## config.mk

```make
export PLATFORM = sky130hd
export DESIGN_NAME = apb_slave_regfile1
export DESIGN_NICKNAME = d
export VERILOG_FILES = /design/src/rtl/apb_slave_regfile1.sv
export SDC_FILE = /design/constraint.sdc
export NUM_CORES = 1
export LEC_CHECK = 0
export BUFFER_PORTS_ARGS = -buffer_cell sky130_fd_sc_hd__buf_2
export CAP_MARGIN = 20
export CORE_UTILIZATION = 35
export CTS_CLUSTER_DIAMETER = 100
export CTS_CLUSTER_SIZE = 14
export DETAILED_ROUTE_END_ITERATION = 6
export GPL_ROUTABILITY_DRIVEN = 0
export RECOVER_POWER = 50
export SLEW_MARGIN = 20
export SYNTH_ARGS = -nofsm -noshare
export SYNTH_HDL_FRONTEND = slang
export SYNTH_SLANG_ARGS = --single-unit
```

## constraint.sdc

```tcl
create_clock -name pclock1 -period 38 [get_ports pclock1]
set_clock_uncertainty 0.05 [all_clocks]
set_input_delay 3.8 -clock pclock1 [delete_from_list [all_inputs] [get_ports pclock1]]
set_output_delay 3.8 -clock pclock1 [all_outputs]
set_load 0.03 [all_outputs]
```

## src/rtl/apb_slave_regfile1.sv

```systemverilog
// apb_slave_regfile1
// APB responder for one bit of a 16-bit select bus. It has a bank of 32-bit
// word registers: register 0 is a read-only ID and the others are read/write.
// The transfer is captured in the setup phase, and a programmable number of
// wait states is inserted before pready1. Bad accesses complete with pslverr1,
// and a saturating counter tracks how many errored transfers have completed.
module apb_slave_regfile1 #(
  parameter int          PADDR_WIDTH1  = 32,
  parameter int          PWDATA_WIDTH1 = 32,
  parameter int          PRDATA_WIDTH1 = 32,
  parameter int          NUM_REGS1     = 16,
  parameter int          SEL_INDEX1    = 0,
  parameter logic [31:0] ID_VALUE1     = 32'hA5B0_0001
) (
  input  logic                     pclock1,
  input  logic                     preset1,
  input  logic [PADDR_WIDTH1-1:0]  paddr1,
  input  logic                     prwd1,
  input  logic [PWDATA_WIDTH1-1:0] pwdata1,
  input  logic                     penable1,
  input  logic [15:0]              psel1,
  input  logic [3:0]               wait_cfg1,
  output logic                     pready1,
  output logic [PRDATA_WIDTH1-1:0] prdata1,
  output logic                     pslverr1,
  output logic [7:0]               err_count1
);

  localparam int IDX_W = $clog2(NUM_REGS1);
  localparam logic [PADDR_WIDTH1:0] ADDR_LIMIT = (PADDR_WIDTH1 + 1)'(4 * NUM_REGS1);

  typedef enum logic {
    ST_IDLE   = 1'b0,
    ST_ACCESS = 1'b1
  } state_t;

  state_t                   state_q, state_d;
  logic [PADDR_WIDTH1-1:0]  addr_q, addr_d;
  logic                     write_q, write_d;
  logic [PWDATA_WIDTH1-1:0] wdata_q, wdata_d;
  logic [3:0]               wcnt_q, wcnt_d;
  logic                     pready_q, pready_d;
  logic                     pslverr_q, pslverr_d;
  logic [PRDATA_WIDTH1-1:0] prdata_q, prdata_d;
  logic [7:0]               err_count_q, err_count_d;
  logic [PRDATA_WIDTH1-1:0] regs_q [NUM_REGS1];
  logic [PRDATA_WIDTH1-1:0] regs_d [NUM_REGS1];

  logic                     sel;
  logic                     setup;
  logic                     completion;
  logic                     wr_en;
  logic [IDX_W-1:0]         setup_idx;
  logic [IDX_W-1:0]         q_idx;
  logic                     setup_err;
  logic                     q_err;
  logic [PRDATA_WIDTH1-1:0] setup_rdata;
  logic [PRDATA_WIDTH1-1:0] q_rdata;
  logic                     unused_sel_bits;

  // Error rule: outside the register window, unaligned, or a write to the ID register.
  function automatic logic access_err(input logic [PADDR_WIDTH1-1:0] a, input logic wr);
    logic out_of_range;
    logic misaligned;
    logic ro_write;
    out_of_range = ({1'b0, a} >= ADDR_LIMIT);
    misaligned   = (a[1:0] != 2'b00);
    ro_write     = wr && (a[IDX_W+1:2] == '0);
    return out_of_range || misaligned || ro_write;
  endfunction

  assign sel             = psel1[SEL_INDEX1];
  assign unused_sel_bits = ^psel1;

  // A setup phase is accepted in either state; in ACCESS it counts as a master restart.
  assign setup      = sel && !penable1;
  assign completion = (state_q == ST_ACCESS) && sel && penable1 && pready_q;
  assign wr_en      = completion && write_q && !pslverr_q;

  // Two decode paths are needed. The inputs are decoded for zero-wait
  // completions on the setup edge. The captured address is decoded when
  // wait states expire.
  assign setup_idx   = paddr1[IDX_W+1:2];
  assign q_idx       = addr_q[IDX_W+1:2];
  assign setup_err   = access_err(paddr1, prwd1);
  assign q_err       = access_err(addr_q, write_q);
  assign setup_rdata = (setup_idx == '0) ? PRDATA_WIDTH1'(ID_VALUE1) : regs_q[setup_idx];
  assign q_rdata     = (q_idx == '0) ? PRDATA_WIDTH1'(ID_VALUE1) : regs_q[q_idx];

  // State register and datapath flops.
  always_ff @(posedge pclock1 or posedge preset1) begin
    if (preset1) begin
      state_q     <= ST_IDLE;
      addr_q      <= '0;
      write_q     <= 1'b0;
      wdata_q     <= '0;
      wcnt_q      <= '0;
      pready_q    <= 1'b0;
      pslverr_q   <= 1'b0;
      prdata_q    <= '0;
      err_count_q <= '0;
    end else begin
      state_q     <= state_d;
      addr_q      <= addr_d;
      write_q     <= write_d;
      wdata_q     <= wdata_d;
      wcnt_q      <= wcnt_d;
      pready_q    <= pready_d;
      pslverr_q   <= pslverr_d;
      prdata_q    <= prdata_d;
      err_count_q <= err_count_d;
    end
  end

  // Next-state logic: enter ACCESS on setup, and return to IDLE on completion or when sel drops.
  always_comb begin
    state_d = state_q;
    if (setup) begin
      state_d = ST_ACCESS;
    end else if (state_q == ST_ACCESS) begin
      if (!sel || pready_q) begin
        state_d = ST_IDLE;
      end
    end
  end

  // Transfer datapath: capture the transfer, count wait states, and present the response.
  always_comb begin
    addr_d      = addr_q;
    write_d     = write_q;
    wdata_d     = wdata_q;
    wcnt_d      = wcnt_q;
    pready_d    = pready_q;
    pslverr_d   = pslverr_q;
    prdata_d    = prdata_q;
    err_count_d = err_count_q;
    if (setup) begin
      addr_d    = paddr1;
      write_d   = prwd1;
      wdata_d   = pwdata1;
      wcnt_d    = wait_cfg1;
      pready_d  = 1'b0;
      pslverr_d = 1'b0;
      prdata_d  = '0;
      if (wait_cfg1 == 4'd0) begin
        pready_d  = 1'b1;
        pslverr_d = setup_err;
        prdata_d  = (!prwd1 && !setup_err) ? setup_rdata : '0;
      end
    end else if (state_q == ST_ACCESS) begin
      if (!sel) begin
        // Aborted transfer: there is no response, no write, and no error count.
        pready_d  = 1'b0;
        pslverr_d = 1'b0;
        prdata_d  = '0;
      end else if (pready_q) begin
        pready_d  = 1'b0;
        pslverr_d = 1'b0;
        prdata_d  = '0;
        if (pslverr_q && (err_count_q != 8'hFF)) begin
          err_count_d = err_count_q + 8'd1;
        end
      end else begin
        wcnt_d = wcnt_q - 4'd1;
        if (wcnt_q <= 4'd1) begin
          pready_d  = 1'b1;
          pslverr_d = q_err;
          prdata_d  = (!write_q && !q_err) ? q_rdata : '0;
        end
      end
    end
  end

  // Register bank update: only a clean write completion changes a register, and entry 0 stays unused.
  always_comb begin
    for (int i = 0; i < NUM_REGS1; i++) begin
      regs_d[i] = regs_q[i];
    end
    if (wr_en) begin
      regs_d[q_idx] = wdata_q;
    end
    regs_d[0] = '0;
  end

  // Register bank storage.
  always_ff @(posedge pclock1 or posedge preset1) begin
    if (preset1) begin
      for (int i = 0; i < NUM_REGS1; i++) begin
        regs_q[i] <= '0;
      end
    end else begin
      for (int i = 0; i < NUM_REGS1; i++) begin
        regs_q[i] <= regs_d[i];
      end
    end
  end

  // Output assignments.
  always_comb begin
    pready1    = pready_q;
    pslverr1   = pslverr_q;
    prdata1    = prdata_q;
    err_count1 = err_count_q;
  end

endmodule

```

==> summary.txt <==
Layout
  – Layout area overhead: 8.57%
  – Fin nets: approximately 2300
  – Cell Count, Final, Fillers Out: 3361
  – Share of cells above drive strength 1: 34.0%
  – Post-layout util: between 30% and 40%
  – # diodes: 0

Synthesis
  – Area leader, netlist: dfrtp_1
  – Post-synth EDFFs: 0
  – Synth warn: 0
  – Synthesized area: 0.0303 mm²
  – Syn Inst Count: approximately 2200
  – Seq/Total Area, Yosys: between 40% and 50%
  – Top post-synthesis cells by area: dfrtp_1, mux4_2, mux2_2
  – Synth cell types: between 60 and 70
  – Most frequent cell after synthesis: dfrtp_1
  – Seq cells post-synth: between 500 and 600
  – Asr flop ratio synth: 100%
  – Synth top area share: 48.9%
  – Synth Net Count: 2294
  – Ys flop type: dfrtp_1
  – Mean area per synthesized cell: about 14 µm²
  – Post-synth top cells: dfrtp_1, mux2_2, nand2_1

STA
  – Period utilisation layout: around 30%
  – Hold Vio Cnt, Final: 0
  – Worst Tran Pin Value: 5.68 ns
  – Minimum clock period: around 11 ns
  – RSZ-0062 raised after global routing: false
  – Setup TNS Final: 0 ns
  – Slew HR: -279%
  – Setup-failing EPs final: 0
  – Fmax: 0.0885 GHz
  – Slew Viols, Final: between 500 and 600

GRT
  – Vias in the first global route: just over 20000
  – First-pass GRT wire length: ~130000 µm
  – Grt ovf: 0
  – Global-route usage over all layers: 20.1%
  – Antenna violations before repair: 1
  – Largest net degree at the start of global routing: 181

Status
  – Failing checks: capacitance limit, slew limit
  – Result of the run: finished with violations

Clock network
  – Worst-path clk slew: around 0.07 ns
  – TritonCTS Buffers: 48
  – Resized Gates After CTS: 0
  – Root Driver: clkbuf_16
  – CTS Hold Bufs: 0
  – CTS sink cnt: around 590
  – Longest Clk Path Bufs: 3
  – Post-CTS Setup Inserts: 0
  – CTS tree: done
  – CTS HTree Levels: 2
  – Clk Latency, worst-skew pair: about 0.61 ns

Drt
  – DRC viols: 0
  – WL/cell: between 20 and 30 µm
  – Pre-antenna DRT Iters: 5
  – ANT nets after route: 0
  – Total vias in the final route: approximately 19000
  – Via/cell ratio: about 5.8
  – Initial DRC count: ~1400
  – Final WL: between 80000 and 90000 µm

Critical path
  – Worst Setup Path Type: in2async
  – Worst R2R Path Depth: 5
  – Critical Path Start Type: input pin
  – Critical path fanouts, max: 180
  – Required time of the critical path: about 38 ns
  – Critical path capture point type: async pin
  – Critical Path AT: roughly 12 ns

Floorplanning
  – Area of the core: about 0.085 mm²
  – Die X: just under 300 µm
  – Die ar.: 0.0877 mm²
  – # rows: between 100 and 150
  – IO Pins: 130
  – Initial Util: a little over a third
  – Die height: between 200 and 300 µm

Power
  – Pwr dens: ~39 mW/mm²
  – Total power: ~1300 µW
  – LEAKAGE: between 0.015 and 0.02 µW
  – Maximum vdd drop: ~32 µV

Place
  – I/O Buffers: between 100 and 150
  – DP Cell Count: approximately 3300
  – Post-DP HPWL: 48500 µm

Min path
  – Tightest Hold Check Type: reg2reg
  – Hold path depth: 2

Flow run
  – Max-Cap Viols: 15
==> cell type report <==
type	count	area [µm²]
Clock buffer	53	1240
Clock inverter	3	28.8
Fill cell	8079	52500
Inverter	17	65.1
Multi-Input combinational cell	1397	14400
Sequential cell	592	14800
Tap cell	1144	1430
Timing Repair Buffer	155	861
==> final timing paths <==
check / start / to / slack (ns)
worst max-delay path: preset1 / addr_q[4] / 26.71
worst min-delay path: prdata1[27] / prdata1[27] / 0.42
worst max register to register: addr_q[5] / regs_q[38] / 33.00
worst min register to register: prdata1[27] / prdata1[27] / 0.42
max in group pclock1: paddr1[2] / prdata1[2] / 29.02
min in group asynchronous: preset1 / wdata_q[2] / 4.88
==> power breakdown <==
group | switching, µW | internal (µW)
Clock | 229 | 230
Combinational | 87.0 | 58.2
Sequential | 38.0 | 651
==> placed cells by master (no fill, tap or decap), drive strengths merged, types with 13 or more instances in the layout <==
cell	synthesis	final
nor2b	14	14
nor3	15	15
o2bb2ai	13	13
o21ai	20	20
dfrtp	592	592
inv	17	19
buf	115	104
mux4	205	205
clkbuf	82	104
mux2i	66	66
a221o	31	31
nor4	17	17
a21oi	44	44
nand2	257	257
nor2	60	60
a32oi	21	21
mux2	517	517
==> per-stage QoR <==
| step | area [µm²] | setup slack (ns) | hold WS [ns] |
|---|---|---|---|
| 4_1_cts | 33100 | 30.99 | 0.422 |
| 3_3_place_gp | 31800 | 30.54 | 0.401 |
| 2_1_floorplan | 30300 | 17.58 | 0.396 |
| 5_1_grt | 32900 | 25.01 | 0.444 |
| 3_5_place_dp | 31800 | 30.34 | 0.406 |
| 6_report | 32900 | 26.71 | 0.417 |
==> flip-flops by register name, summed over array words and instances (netlist names) <==
register / count
addr_q: 32
err_count1: 8
prdata1: 32
pready1: 1
pslverr1: 1
regs_q: 480
state_q: 1
wcnt_q: 4
wdata_q: 32
write_q: 1
==> critical path, stage by stage <==
cell,delay [ns]
buf_2,0.10
clkinvlp_2,3.05
clkbuf_1,3.05
buf_6,0.78
buf_12,0.74
==> cell families (layout without fill, tap and decap cells) <==
kind of cell / after synthesis / count (layout) / synth area share, %
multiplexers: 788 / 788 / 36.6
flip-flops: 592 / 592 / 48.9
AND/OR/NAND/NOR: 403 / 403 / 5.78
buffers and inverters: 214 / 228 / 3.54
AO/OA/AOI/OAI: 196 / 196 / 4.80
XOR/XNOR: 7 / 7 / 0.202
adder cells (fa/ha/maj): 3 / 3 / 0.124
==> layer usage <==
metal	global-route usage (%)	routed length, µm	up-vias
met4	6.56	2670	0
met3	2.73	4260	161
li1	-	-	8226
met5	0	0	-
met2	33.6	42300	583
met1	26.8	36800	10400
Power figures use the tool's default switching activity.
